--- src/rtl/pong_pkg.sv ---
`default_nettype none
// ============================================================================
// Module : pong_pkg
// Brief  : Shared state encoding and constants for the Pong game controller.
// Rev    : 1.0  initial release
// ============================================================================
package pong_pkg;

  // Game state codes; the text overlay decodes these values directly
  typedef enum logic [1:0] {
    NEWGAME = 2'd0,
    PLAY    = 2'd1,
    NEWBALL = 2'd2,
    OVER    = 2'd3
  } state_t;

  // Refresh ticks arrive once per frame at this rate
  localparam int C_FRAME_HZ = 60;

  // Width of one BCD score digit
  localparam int C_BCD_W = 4;

endpackage : pong_pkg
`default_nettype wire

--- src/rtl/bcd_score_counter.sv ---
`default_nettype none
// ============================================================================
// Module : bcd_score_counter
// Brief  : Two-digit BCD up-counter with clear and saturation at 99.
// Rev    : 1.0  initial release
// ============================================================================
module bcd_score_counter
  import pong_pkg::*;
(
  input  logic               clk,
  input  logic               rst,
  input  logic               clr,
  input  logic               inc,
  output logic [C_BCD_W-1:0] d1,
  output logic [C_BCD_W-1:0] d0
);

  logic [C_BCD_W-1:0] r_d1;
  logic [C_BCD_W-1:0] r_d0;

  // Clear wins over increment; 99 holds instead of wrapping to 00
  always_ff @(posedge clk) begin
    if (rst || clr) begin
      r_d1 <= '0;
      r_d0 <= '0;
    end else if (inc) begin
      if (r_d0 == 4'd9) begin
        if (r_d1 != 4'd9) begin
          r_d0 <= '0;
          r_d1 <= r_d1 + 4'd1;
        end
      end else begin
        r_d0 <= r_d0 + 4'd1;
      end
    end
  end

  assign d1 = r_d1;
  assign d0 = r_d0;

endmodule : bcd_score_counter
`default_nettype wire

--- src/rtl/pong_game_ctrl.sv ---
`default_nettype none
// ============================================================================
// Module : pong_game_ctrl
// Brief  : Pong game sequencer - ball hold/play, balls remaining, BCD score
//          and inter-ball / game-over pause timing.
// Rev    : 1.0  initial release
// ============================================================================
module pong_game_ctrl
  import pong_pkg::*;
#(
  parameter int NUM_BALLS    = 3,
  parameter int TIMER_FRAMES = 120
) (
  input  logic       clk,
  input  logic       reset,
  input  logic [1:0] btn,
  input  logic       refr_tick,
  input  logic       hit,
  input  logic       miss,
  output logic       gra_still,
  output logic [3:0] score_d1,
  output logic [3:0] score_d0,
  output logic [1:0] balls_left,
  output logic [1:0] game_state,
  output logic       game_over
);

  localparam logic [1:0] c_num_balls  = NUM_BALLS[1:0];
  localparam logic [6:0] c_timer_load = TIMER_FRAMES[6:0];

  state_t     r_state;
  logic [6:0] r_timer;
  logic [1:0] r_btn_prev;
  logic [1:0] r_balls;
  logic       r_gra_still;
  logic       r_game_over;

  logic       w_btn_start;
  logic       w_timer_done;
  logic       w_score_clr;
  logic       w_score_inc;

  // A rising edge on either button starts play; a held button does nothing
  assign w_btn_start  = |(btn & ~r_btn_prev);
  assign w_timer_done = (r_timer == 7'd0);

  // Score clears on the OVER->NEWGAME transition; a simultaneous miss cancels a hit
  assign w_score_clr = (r_state == OVER) && w_timer_done;
  assign w_score_inc = (r_state == PLAY) && hit && !miss;

  // Game sequencer, pause timer and ball counter
  always_ff @(posedge clk) begin
    if (reset) begin
      r_state     <= NEWGAME;
      r_timer     <= '0;
      r_btn_prev  <= 2'b00;
      r_balls     <= c_num_balls;
      r_gra_still <= 1'b1;
      r_game_over <= 1'b0;
    end else begin
      r_btn_prev <= btn;
      if (refr_tick && !w_timer_done) begin
        r_timer <= r_timer - 7'd1;
      end
      case (r_state)
        NEWGAME: begin
          if (w_btn_start) begin
            r_state     <= PLAY;
            r_balls     <= c_num_balls - 2'd1;
            r_gra_still <= 1'b0;
          end
        end
        PLAY: begin
          if (miss) begin
            // Entry load overrides any same-cycle tick decrement
            r_timer     <= c_timer_load;
            r_gra_still <= 1'b1;
            if (r_balls == 2'd0) begin
              r_state     <= OVER;
              r_game_over <= 1'b1;
            end else begin
              r_state <= NEWBALL;
              r_balls <= r_balls - 2'd1;
            end
          end
        end
        NEWBALL: begin
          if (w_timer_done && w_btn_start) begin
            r_state     <= PLAY;
            r_gra_still <= 1'b0;
          end
        end
        OVER: begin
          if (w_timer_done) begin
            r_state     <= NEWGAME;
            r_game_over <= 1'b0;
            r_balls     <= c_num_balls;
          end
        end
        default: begin
          r_state <= NEWGAME;
        end
      endcase
    end
  end

  bcd_score_counter u_score (
    .clk (clk),
    .rst (reset),
    .clr (w_score_clr),
    .inc (w_score_inc),
    .d1  (score_d1),
    .d0  (score_d0)
  );

  assign gra_still  = r_gra_still;
  assign game_over  = r_game_over;
  assign balls_left = r_balls;
  assign game_state = r_state;

endmodule : pong_game_ctrl
`default_nettype wire

--- config.mk ---
export PLATFORM = sky130hd
export DESIGN_NAME = pong_game_ctrl
export DESIGN_NICKNAME = d
export VERILOG_FILES = /design/src/rtl/pong_pkg.sv /design/src/rtl/bcd_score_counter.sv /design/src/rtl/pong_game_ctrl.sv
export SDC_FILE = /design/constraint.sdc
export NUM_CORES = 1
export LEC_CHECK = 0
export ABC_AREA = 1
export CORE_ASPECT_RATIO = 1.1
export CORE_MARGIN = 1
export CORE_UTILIZATION = 47
export DETAILED_ROUTE_END_ITERATION = 12
export GPL_TIMING_DRIVEN = 0
export PLACE_DENSITY_LB_ADDON = 0.08
export SKIP_CTS_REPAIR_TIMING = 1
export SLEW_MARGIN = 0
export SYNTH_ARGS = -nofsm -noshare
export SYNTH_HDL_FRONTEND = slang
export SYNTH_SLANG_ARGS = --single-unit
--- constraint.sdc ---
create_clock -name clk -period 1.5 [get_ports clk]
set_input_delay 0.3 -clock clk [delete_from_list [all_inputs] [get_ports clk]]
set_output_delay 0.3 -clock clk [all_outputs]
set_load 0.02 [all_outputs]
Word-level counts from Yosys, hierarchy flattened:

Index checks and enable logic that the tools add are counted.

* add/sub/neg operators: 4
* $mul: 0
* divide/modulo/power cells: 0
* order comparisons: 0
* eq/ne operators: 12
* shift-type cells: 0
* muxes and demuxes: 24
* bitwise operators: 2
* reductions and logical operators: 21

Operator list (number)
* two-way mux 7 bit: 3
* two-way mux 2 bit: 8
* inequality test 2 bit (second input constant): 6
* AND reduction 4 bit: 3
* adder 4 x 1 -> 4 bit (second input constant): 2
* two-way mux 4 bit: 2
* one-hot mux 2 bit (4 select lines): 1
* zero test 7 bit: 1
* two-way mux 1 bit: 7
* subtractor 7 x 1 -> 7 bit (second input constant): 1
* one-hot mux 2 bit (3 select lines): 1
* nonzero test 3 bit: 2
* logical AND 1 bit: 5
* AND reduction 5 bit: 1
* == test 2 bit (second input constant): 2
* == test 4 bit (second input constant): 1
* zero test 2 bit: 2
* inequality test 4 bit (second input constant): 1
* one-hot mux 1 bit (3 select lines): 1
* AND reduction 3 bit: 1
* bitwise AND 2 bit: 1
* == test 2 x 1 -> 1 bit (second input constant): 1
* zero test 1 bit: 2
* inequality test 2 x 1 -> 1 bit (second input constant): 1
* other kinds (7): 7

* flip-flop bits (word level): 23
* bits in latches: 0
* memory bits (writable): 0
* bits in read-only memories: 0
* input bits: 7
* output and inout port bits: 14
* word-level logic and storage cells: 71
* memories: 0

Longest topological paths before layout:

* word-level depth: 6
* mapped depth: 11
* depth with buffers taken out: 11

Hierarchy:

From an unflattened synthesis, not the netlist that was laid out.

* cell total of the unflattened synthesis: 202
* area, all modules: 1375.1 um^2

Modules (own cells, without submodules)
* pong_game_ctrl: instances 1, cells an instance 134, area an instance 922.1 um^2, sequential area each 300.3 um^2
* bcd_score_counter: instances 1, cells an instance 68, area an instance 452.9 um^2, sequential area each 160.2 um^2

Worst setup path after synthesis:

OpenSTA, ideal clock, no wires.

* path kind: register to register
* start: register u_score.r_d1[0], in the netlist u_score.d1[0]
* end: register u_score.r_d1[3], in the netlist u_score.d1[3]
* data arrival time: 1.372 ns
* setup slack: 0.058 ns
* stages on the path, launching flop included: 8
* clock period less this slack: 1.442 ns
* path through: dfxtp_1 ha_1 nand2_1 nor2_1 inv_1 nand3_1 nand2_1 a21oi_1

* longest elaborated chain between the ends: 2

Ends and longest elaborated chain
* start, declared: line bcd_score_counter.sv:18 `logic [C_BCD_W-1:0] r_d1;`
* start signal, assigned: line bcd_score_counter.sv:30 `r_d1 <= r_d1 + 4'd1;`
* parallel branches: the longest is 2 deep, another holds adder 4 x 1 -> 4 bit

Parallel ways; which one is timed is not known.
A chain may end at the register's enable or synchronous reset.

Worst setup path after layout:

* start: register r_timer[0]
* end: register r_balls[0], in the netlist balls_left[0]

* longest elaborated chain between the ends: 3

Ends and longest elaborated chain
* start, declared: line pong_game_ctrl.sv:32 `logic [6:0] r_timer;`
* start signal, assigned: line pong_game_ctrl.sv:63 `r_timer <= r_timer - 7'd1;`
* start signal, assigned: line pong_game_ctrl.sv:76 `r_timer <= c_timer_load;`
* zero test 7 bit: line pong_game_ctrl.sv:45 `assign w_timer_done = (r_timer == 7'd0);`
* inequality test 2 bit (no line)
* AND reduction 5 bit (no line)
* end signal, assigned: line pong_game_ctrl.sv:57 `r_balls <= c_num_balls;`
* end signal, assigned: line pong_game_ctrl.sv:69 `r_balls <= c_num_balls - 2'd1;`
* end signal, assigned: line pong_game_ctrl.sv:83 `r_balls <= r_balls - 2'd1;`
* end, declared: line pong_game_ctrl.sv:34 `logic [1:0] r_balls;`

Every way passes these cells.

==> key figures <==
Synth
  – Mapped Nets: 216
  – Post-Synthesis Cells: 204
  – Post-synthesis sequential area ratio: 0.344
  – Post-Syn Area: 1340 sq um
  – Unique cell type count in the Yosys netlist: 23
  – FF+latch count, synth: 23
  – Syn Area/Cell: 6.57 sq um
  – Synth warn: 0

Timing
  – Setup violators final: 0
  – Fin crit share: 0.934
  – Max-slew violation count: 0
  – Min Hold Slack: 0.464 ns
  – Min Clock Period, post-route: 1.40 ns
  – Slew Limit Headroom: 0.793
  – Skew final: 0.00324 ns
  – Max Fclk: 714 MHz
  – Worst Max-Slew Pin Slew: 0.311 ns
  – Final Hold Vio Count: 0

Floorplan
  – Die area: 3070 sq um
  – Initial Util: 0.517
  – I/O Pins: 21
  – Die H: 58 um
  – Core outline area: 2590 sq um
  – Die width: 52.9 um
  – # rows: 19

Clock network
  – Clock Path Buffers: 2
  – CTS sink cnt: 23
  – Clk_lat worst skew: 0.31 ns
  – Clock tree root driver cell: clkbuf_4
  – TritonCTS clock tree: yes
  – CTS buffer count: 3
  – Clock Pin Slew Worst Setup and Hold Paths: 0.12 ns
  – H-tree levels: 1

Flow run
  – Max cap viols: 0

Place
  – Port Buffers: 20
  – Post-DP HPWL: 2130 um
  – Routability cong.: 0.836

GRT
  – First-pass GRT wire length: 4730 um
  – Grt ovf: 0
  – Pin count of the biggest net entering global routing: 13
  – Number of global-route vias before repair: 1189
  – Antenna violations before repair: 0
  – GRT Util Overall: 0.206

Detailed routing
  – DRT Wirelength: 2830 um
  – DRT Pass-1 Iters: 4
  – WL per Instance: 10.7 um
  – DRC: 0
  – DR vias/cell: 5.06
  – 1st-iter DRT viols: 20
  – Post-route antenna net violation count: 0
  – Routed vias: 1340

Worst setup path
  – Critical path type: register to register
  – Worst setup SP type: register
  – Worst reg2reg setup slack: 0.1 ns
  – Largest driver fanout on the critical path: 4
  – Worst endpoint data arrival time: 1.61 ns
  – Crit path required time: 1.71 ns
  – Critical path capture point type: register

Finish
  – Fillers: 239
  – Most frequent cells in the layout: nand2_1 (56), inv_1 (32), nor2_1 (22)
  – Ant. Diodes: 0
  – Most common cell after layout, fill and taps aside: nand2_1
  – Layout area overhead: 30.2%
  – Share of post-route cells with drive strength above 1: 0.158
  – Layout Nets: 247

Pwr
  – Maximum VDD drop: 1120 uV
  – Leak: 1.02 nW
  – Power Density: 1560 nW/um^2
  – Power consumption: 2.72 mW

Outcome
  – Status: completed

Hold path
  – Tightest Hold Check Type: register to register
kinds of logic (layout without fill, tap and decap cells):
| group | after synthesis | count (layout) | synth area share |
|---|---|---|---|
| buf+inv | 39 | 69 | 0.113 |
| fa+ha+maj | 5 | 5 | 0.0467 |
| simple gates | 116 | 116 | 0.398 |
| flops | 23 | 23 | 0.344 |
| xor+xnor | 4 | 4 | 0.0261 |
| compound gates | 17 | 17 | 0.0728 |
flip-flops by register name, summed over array words and instances (netlist names):
| register | flops |
|---|---|
| balls_left | 2 |
| game_over | 1 |
| game_state | 2 |
| gra_still | 1 |
| r_btn_prev | 2 |
| r_timer | 7 |
| u_score.d0 | 4 |
| u_score.d1 | 4 |
power by group:
group	switching (mW)	total [mW]	internal (mW)
Clock	0.185	0.289	0.104
Sequential	0.155	0.916	0.761
Combinational	0.870	1.52	0.647
final cells by class:
class | instances | area, sq um | share of cell area
inverters | 39 | 156 | 0.0897
multi-input cells | 142 | 772 | 0.443
well taps | 31 | 38.8 | 0.0222
clock buffers | 4 | 26.3 | 0.0151
repair buffers | 26 | 284 | 0.163
flip-flops and latches | 23 | 467 | 0.268
metal layers:
| metal | up-vias | wire length, um | global-route usage |
|---|---|---|---|
| li1 | 698 | - | - |
| met1 | 614 | 1230 | 0.233 |
| met2 | 23 | 1470 | 0.373 |
| met3 | 5 | 84 | 0.0236 |
| met4 | 0 | 46 | 0.0977 |
| met5 | - | 0 | 0 |
metrics by stage:
stage	util	setup slack (ns)	setup TNS (ns)	instance area, sq um	cells
after floorplan	-	0.0583	0	1340	204
after global placement	0.609	-0.119	-0.599	1580	255
after detailed placement	0.609	-0.160	-1.02	1580	255
after CTS	0.620	-0.362	-2.89	1610	259
after global routing	0.673	-0.0247	-0.0608	1740	265
final	0.673	0.0986	0	1740	265
worst paths after layout:
path / depth (start not counted) / from / end
max: 11 / r_timer[0] / balls_left[0]
min: 2 / gra_still / gra_still
max reg2reg: 11 / r_timer[0] / balls_left[0]
min reg2reg: 2 / gra_still / gra_still
synthesized netlist by cell type, drive strengths merged:
cell,n,share of area
nand3,20,0.088
nor3,2,0.016
xnor2,2,0.013
nor2,28,0.096
nand4,6,0.028
o211ai,2,0.011
xor2,2,0.013
inv,38,0.11
clkinv,1,0.0065
a21oi,11,0.047
dfxtp,23,0.34
ha,5,0.047
nand2,60,0.17
o21ai,4,0.015
critical path, stage by stage (launching register included):
cell,delay [ns]
dfxtp_2,0.36
inv_4,0.07
ha_4,0.13
inv_1,0.04
nor2_2,0.09
nand3_2,0.11
nand2_2,0.13
inv_2,0.05
nor2_4,0.14
nand2_2,0.07
nand2_1,0.06
nand3_1,0.05
Power figures use the tool's default switching activity.
